### config.mk
export PLATFORM = sky130hd
export DESIGN_NAME = keypad_events
export DESIGN_NICKNAME = d
export VERILOG_FILES = /design/src/rtl/keypad_events.sv
export SDC_FILE = /design/constraint.sdc
export NUM_CORES = 1
export LEC_CHECK = 0
export CORE_ASPECT_RATIO = 0.8
export CORE_MARGIN = 2
export CORE_UTILIZATION = 40
export CTS_CLUSTER_SIZE = 25
export DETAILED_ROUTE_END_ITERATION = 8
export SLEW_MARGIN = 20
export SYNTH_ARGS = -nofsm -noshare
export SYNTH_HDL_FRONTEND = slang
export SYNTH_SLANG_ARGS = --single-unit
### constraint.sdc
create_clock -name clk -period 3.46 [get_ports clk]
set_input_delay 0.692 -clock clk [delete_from_list [all_inputs] [get_ports clk]]
set_output_delay 0.692 -clock clk [all_outputs]
set_load 0.01 [all_outputs]
### src/rtl/keypad_events.sv
// ---------------------------------------------------------------------------
// keypad_events
//
// Debounces the 16-bit raw key vector from the hex keypad scanner, one
// independent counter per key, and turns stable-state changes into one-cycle
// press/release pulses. It also serves the CPU's key instructions: an indexed
// zero-latency query for the skip tests, and a request/done handshake for the
// blocking wait-for-key, which reports a key only after it has been pressed
// and then released.
//
// Ports
//   clk            system clock, rising edge
//   rst            synchronous active-high reset
//   raw_keys[15:0] raw pressed-key vector from the scanner (same clock domain)
//   keys[15:0]     debounced stable key vector
//   press_evt      one-cycle pulse per key on a stable 0->1 transition
//   release_evt    one-cycle pulse per key on a stable 1->0 transition
//   any_pressed    OR of keys (combinational)
//   query_idx[3:0] key index for skip tests
//   query_pressed  keys[query_idx] (combinational)
//   wait_req       level, held high by the CPU while waiting for a key
//   wait_done      registered; high while wait_key holds a valid result
//   wait_key[3:0]  registered; index of the pressed-then-released key
// ---------------------------------------------------------------------------
module keypad_events #(
    parameter int DEBOUNCE_CYCLES = 4096,
    parameter int CNT_W           = 13
) (
    input  logic        clk,
    input  logic        rst,
    input  logic [15:0] raw_keys,
    output logic [15:0] keys,
    output logic [15:0] press_evt,
    output logic [15:0] release_evt,
    output logic        any_pressed,
    input  logic [3:0]  query_idx,
    output logic        query_pressed,
    input  logic        wait_req,
    output logic        wait_done,
    output logic [3:0]  wait_key
);

    // Counter value at which the next mismatching edge flips the stable state.
    localparam logic [CNT_W-1:0] CNT_LAST = CNT_W'(DEBOUNCE_CYCLES - 1);

    logic [15:0] keys_q;
    logic [15:0] press_evt_q;
    logic [15:0] release_evt_q;

    // -----------------------------------------------------------------------
    // Per-key debounce. Any edge where raw agrees with the stable state
    // restarts the count, so only an unbroken run of DEBOUNCE_CYCLES
    // mismatching edges flips the key. The counter is cleared at the terminal
    // value, so it never wraps.
    // -----------------------------------------------------------------------
    generate
        for (genvar gi = 0; gi < 16; gi++) begin : g_key
            logic [CNT_W-1:0] cnt_q, cnt_d;
            logic             key_q, key_d;
            logic             press_q, press_d;
            logic             release_q, release_d;

            always_comb begin
                cnt_d     = cnt_q;
                key_d     = key_q;
                press_d   = 1'b0;
                release_d = 1'b0;
                if (raw_keys[gi] == key_q) begin
                    cnt_d = '0;
                end else if (cnt_q == CNT_LAST) begin
                    key_d     = ~key_q;
                    cnt_d     = '0;
                    // Event flops load together with the flip, so the pulse
                    // lines up with the cycle keys first shows the new value.
                    press_d   = ~key_q;
                    release_d = key_q;
                end else begin
                    cnt_d = cnt_q + 1'b1;
                end
            end

            always_ff @(posedge clk) begin
                if (rst) begin
                    cnt_q     <= '0;
                    key_q     <= 1'b0;
                    press_q   <= 1'b0;
                    release_q <= 1'b0;
                end else begin
                    cnt_q     <= cnt_d;
                    key_q     <= key_d;
                    press_q   <= press_d;
                    release_q <= release_d;
                end
            end

            assign keys_q[gi]        = key_q;
            assign press_evt_q[gi]   = press_q;
            assign release_evt_q[gi] = release_q;
        end
    endgenerate

    assign keys          = keys_q;
    assign press_evt     = press_evt_q;
    assign release_evt   = release_evt_q;
    assign any_pressed   = |keys_q;
    assign query_pressed = keys_q[query_idx];

    // -----------------------------------------------------------------------
    // Wait-for-key FSM. Works purely from the press/release pulses, so keys
    // already held when the wait starts are never reported.
    // -----------------------------------------------------------------------
    typedef enum logic [1:0] {
        ST_IDLE,
        ST_WAIT_PRESS,
        ST_WAIT_RELEASE,
        ST_DONE
    } state_t;

    state_t      state_q, state_d;
    logic [3:0]  wait_key_q, wait_key_d;
    logic        wait_done_q, wait_done_d;
    logic [3:0]  low_idx;

    // Lowest set press bit; scanned downwards so the lowest index wins.
    always_comb begin
        low_idx = 4'd0;
        for (int i = 15; i >= 0; i--) begin
            if (press_evt_q[i]) begin
                low_idx = 4'(i);
            end
        end
    end

    always_comb begin
        state_d    = state_q;
        wait_key_d = wait_key_q;
        case (state_q)
            ST_IDLE: begin
                if (wait_req) begin
                    state_d = ST_WAIT_PRESS;
                end
            end
            ST_WAIT_PRESS: begin
                // Abort is checked first so a dropped request beats a capture.
                if (!wait_req) begin
                    state_d = ST_IDLE;
                end else if (|press_evt_q) begin
                    wait_key_d = low_idx;
                    state_d    = ST_WAIT_RELEASE;
                end
            end
            ST_WAIT_RELEASE: begin
                if (!wait_req) begin
                    state_d = ST_IDLE;
                end else if (release_evt_q[wait_key_q]) begin
                    state_d = ST_DONE;
                end
            end
            ST_DONE: begin
                if (!wait_req) begin
                    state_d = ST_IDLE;
                end
            end
            default: begin
                state_d = ST_IDLE;
            end
        endcase
        // Registered alongside the state so wait_done tracks DONE exactly.
        wait_done_d = (state_d == ST_DONE);
    end

    always_ff @(posedge clk) begin
        if (rst) begin
            state_q     <= ST_IDLE;
            wait_key_q  <= 4'd0;
            wait_done_q <= 1'b0;
        end else begin
            state_q     <= state_d;
            wait_key_q  <= wait_key_d;
            wait_done_q <= wait_done_d;
        end
    end

    assign wait_done = wait_done_q;
    assign wait_key  = wait_key_q;

endmodule

# After elaboration in Yosys (flattened, before gate mapping)
# Index checks and enable logic that the tools add are counted.
# word_totals
reg_bits,263
out_inout_bits,55
elab_cells,248
# classes
add_sub_neg,16
n_lt_le_gt_ge,2
eq_ne,36
mux,27
bitwise,48
reduce_logical,52
# op_table
cell,count
"13-bit by 1-bit adder with 13-bit output, second input constant",16
"13-bit by 12-bit == test with 1-bit output, second input constant",16
3-bit OR reduction,32
4-bit 2-to-1 mux,16
1-bit inverter,48
2-bit AND reduction,16
16-bit OR reduction,2
1-bit == test,16
2-bit 2-to-1 mux,6
"4-bit by 5-bit < comparator with 1-bit output, second input constant",2
1-bit binary-select mux with 4-bit select,2
2-bit one-hot mux with 4 select lines,1
"2-bit == test, second input constant",3
3-bit AND reduction,1
"2-bit by 1-bit == test with 1-bit output, second input constant",1
2-bit logical NOT,1
1-bit 2-to-1 mux,2

# Depth between registers and ports, before layout
# depth
ltp_word,16
depth_mapped,7

# Worst setup path after synthesis
# No wires, ideal clock.
# synth_path
path_kind,input to output
startpoint,in query_idx[0]
endpoint,out query_pressed
arrival_time_ns,1.656
t_required_ns,2.768
slack_ns,1.112
stages,2
path_cell_list,mux4_2 -> mux4_2
# synth_via
elab_chain_cells,2
# synth_rtl
item,line_no,rtl
from (decl),36,"input logic [3:0] query_idx,"
1-bit binary-select mux with 4-bit select,106,assign query_pressed = keys_q[query_idx];
1-bit 2-to-1 mux (implied by the code),106,
to (decl),37,"output logic query_pressed,"
# No other way between the ends. The select of a mux whose other input is x is not followed.

# Worst setup path in the final report
# Ends and elaborated chain as after synthesis.

==> flow_summary.ini <==
[status]
status = completed

[sta]
clock_skew_ns = 0.00967
slew_headroom_pct = 46.9
rsz0062_at_grt = no
fin_hold_ws_ns = 0.438
slew_violations = 0
finalHoldViolations = 0
finalCritPeriodShare_pct = 95.5
setup_viol = 0
fmax_ghz = 0.303
fin_setup_tns_ns = 0
worst_slew_pin_slew_ns = 0.791
fin_crit_ns = 3.31

[synthesis]
synthFlopType = dfxtp_1
yosysSeqAreaShare_pct = 47.5
synth_top_family_by_area = simple AND/OR/NAND/NOR gates
netlist_instances = 1191
synth.area.mux_share_pct = 3.33
synth_xor_area_share_pct = 13.4
avgSynthCellArea_sq_um = 9.31
syn-num-nets = 1230
yosys_warnings = 0
async_flop_share_pct = 0
synth_seq_cells = 263
syn_area_sq_mm = 0.0111
synth_edf_count = 0
synth_cell_type_count = 57
synth-compound-area-share_pct = 3.35
synth_simple_gate_area_share_pct = 25.3
synth-adder-area-share_pct = 1.80

[setup_path]
ff2ff_path_depth = 5
worstPathMaxFanout = 4
r2r_start = g_key[7].cnt_q[0]
crit_path_start = query_idx[0]
cp-end-kind = output pin
required_ns = 2.77
critPathKind = in2out
start_kind = input port
worstPathArrival_ns = 2.61

[layout]
final_cells = 1617
fillers = 2592
multi_input_area_sq_mm = 0.00524
area_delta_synth_final_pct = 16.0
final_nets = 1270
drive_above_1_share_pct = 6.08
seqCellArea_sq_mm = 0.00527
fin_util_pct = 47.1

[die]
io_pins = 78
die_w_um = 190
dieArea_sq_mm = 0.0291
row_count = 54
coreArea_sq_mm = 0.0273
die_y_um = 153
start_util_pct = 40.6

[clock_tree]
clk-insertion-delay-late_ns = 0.53
cts_tree = done
cts_root_buffer = clkbuf_16
cts_max_level = 1
post_cts_buffers = 0
ctsHoldBuffers = 0
cts-resized-gates = 1
cts.sinks = 263
cts_buffers = 27
clock_path_buffers = 3
clk_pin_slew_ns = 0.06

[min_path]
hold_depth = 2
hold_path.class = reg2reg
hp-start = g_key[8].cnt_q[12]

[job]
maxCapViolCount = 0

[global_routing]
grt_pass1_wl_um = 37100
antenna_found_initial = 1
track_usage_pct = 15.6
grt_max_degree = 32
grt_overflow = 0
grt_pass1_vias = 7303

[power_and_ir_drop]
powerDensity_mw_per_mm2 = 496
peakVddDrop_v = 0.000348
power_leakage_nw = 4.72

[drt]
drt-initial-drc-count = 330
routedWlPerCell_um = 13.8
vias = 7755
via_per_inst = 4.80
wl_um = 22300
drtPass1Iterations = 4
drc_errors = 0
ant_nets = 0

[place]
placed_cells = 1566
gp_congestion = 0.790
port_buffers = 77
post-dp-hpwl_um = 16500
==> layer usage <==
metal	GRT usage, %	share of wire, %
met1	22.0	50
met2	24.4	43
met3	2.94	4.0
met4	4.21	2.6
met5	0	0
==> logic make-up after synthesis <==
logic type | count (synthesis)
AND/OR/NAND/NOR | 567
flip-flops | 263
XOR/XNOR | 170
buffers and inverters | 99
AO/OA/AOI/OAI | 52
multiplexers | 24
adder cells (fa/ha/maj) | 16
==> power breakdown <==
| group | total (mW) | switching (mW) | internal (mW) |
|---|---|---|---|
| sequential | 3.07 | 0.0187 | 3.05 |
| combinational | 0.141 | 0.0884 | 0.0528 |
| clock | 3.18 | 1.17 | 2.01 |
==> stage by stage <==
stage	power, mW	area (sq um)	setup WS [ns]
after floorplan	3.22	11100	1.11
after global placement	3.27	11900	-0.0626
after detailed placement	3.28	11900	-0.0591
after CTS	6.48	12900	0.133
after global routing	6.63	12900	0.0899
final	6.39	12900	0.154
==> registers in the layout (all words and copies together), names as in the netlist <==
name	cells
g_key.press_q	16
wait_key	4
state_q	2
g_key.key_q	16
wait_done	1
g_key.cnt_q	208
g_key.release_q	16
==> cell type report <==
type / instances / share of cell area, %
flip-flops and latches: 263 / 40.9
clock inverters: 11 / 1.62
clock buffers: 38 / 6.04
diodes: 2 / 0.0389
inverters: 27 / 0.788
well taps: 364 / 3.54
multi-input cells: 829 / 40.7
repair buffers: 83 / 6.29
==> path summary, 6_finish.rpt <==
| kind | endpoint | slack [ns] |
|---|---|---|
| setup / recovery | query_pressed | 0.15 |
| hold / removal | g_key[8].cnt_q[12] | 0.44 |
| setup reg to reg | g_key[7].cnt_q[7] | 1.30 |
| hold reg to reg | g_key[8].cnt_q[12] | 0.44 |
==> critical path: stages <==
cell and delay, ns:
clkdlybuf4s50_1 0.46, buf_4 0.15, mux4_2 0.50, mux4_2 0.51, dlygate4sd2_1 0.30
==> cell usage in the layout, fill, tap and decap left out, types with 3 or more instances in the layout <==
master,netlist,layout
and4_1,18,18
nor2_1,231,231
inv_1,27,27
nor4_1,14,14
xor2_1,93,93
nand2b_1,9,9
mux2i_1,14,14
xnor2_1,77,77
and2_1,9,9
nand2_1,70,70
nor2b_1,4,4
clkdlybuf4s50_1,0,75
nor3_1,33,33
clkbuf_1,8,5
bufinv_16,0,6
ha_1,16,16
mux4_1,4,4
buf_4,53,6
o211a_1,9,9
or3_1,11,11
a21oi_1,15,15
clkinv_2,0,4
nand4_2,3,3
o21ai_0,11,11
mux4_2,5,5
nand2_2,4,4
clkbuf_8,0,6
nand4_1,33,33
dfxtp_1,263,263
nand3_1,66,66
clkbuf_16,0,27
nor3_2,3,3
and3_1,44,44
==> synthesized netlist by cell type, types with 9 or more instances <==
cell type	count	share of area, %
a21oi_1	15	0.68
and2_1	9	0.51
and3_1	44	2.5
and4_1	18	1.4
buf_4	53	3.6
dfxtp_1	263	47
ha_1	16	1.8
inv_1	27	0.91
mux2i_1	14	1.3
nand2_1	70	2.4
nand2b_1	9	0.51
nand3_1	66	3.0
nand4_1	33	1.9
nor2_1	231	7.8
nor3_1	33	1.5
nor4_1	14	0.79
o211a_1	9	0.81
o21ai_0	11	0.50
or3_1	11	0.62
xnor2_1	77	6.1
xor2_1	93	7.3
Note: power is estimated with default switching activity, not from simulation.
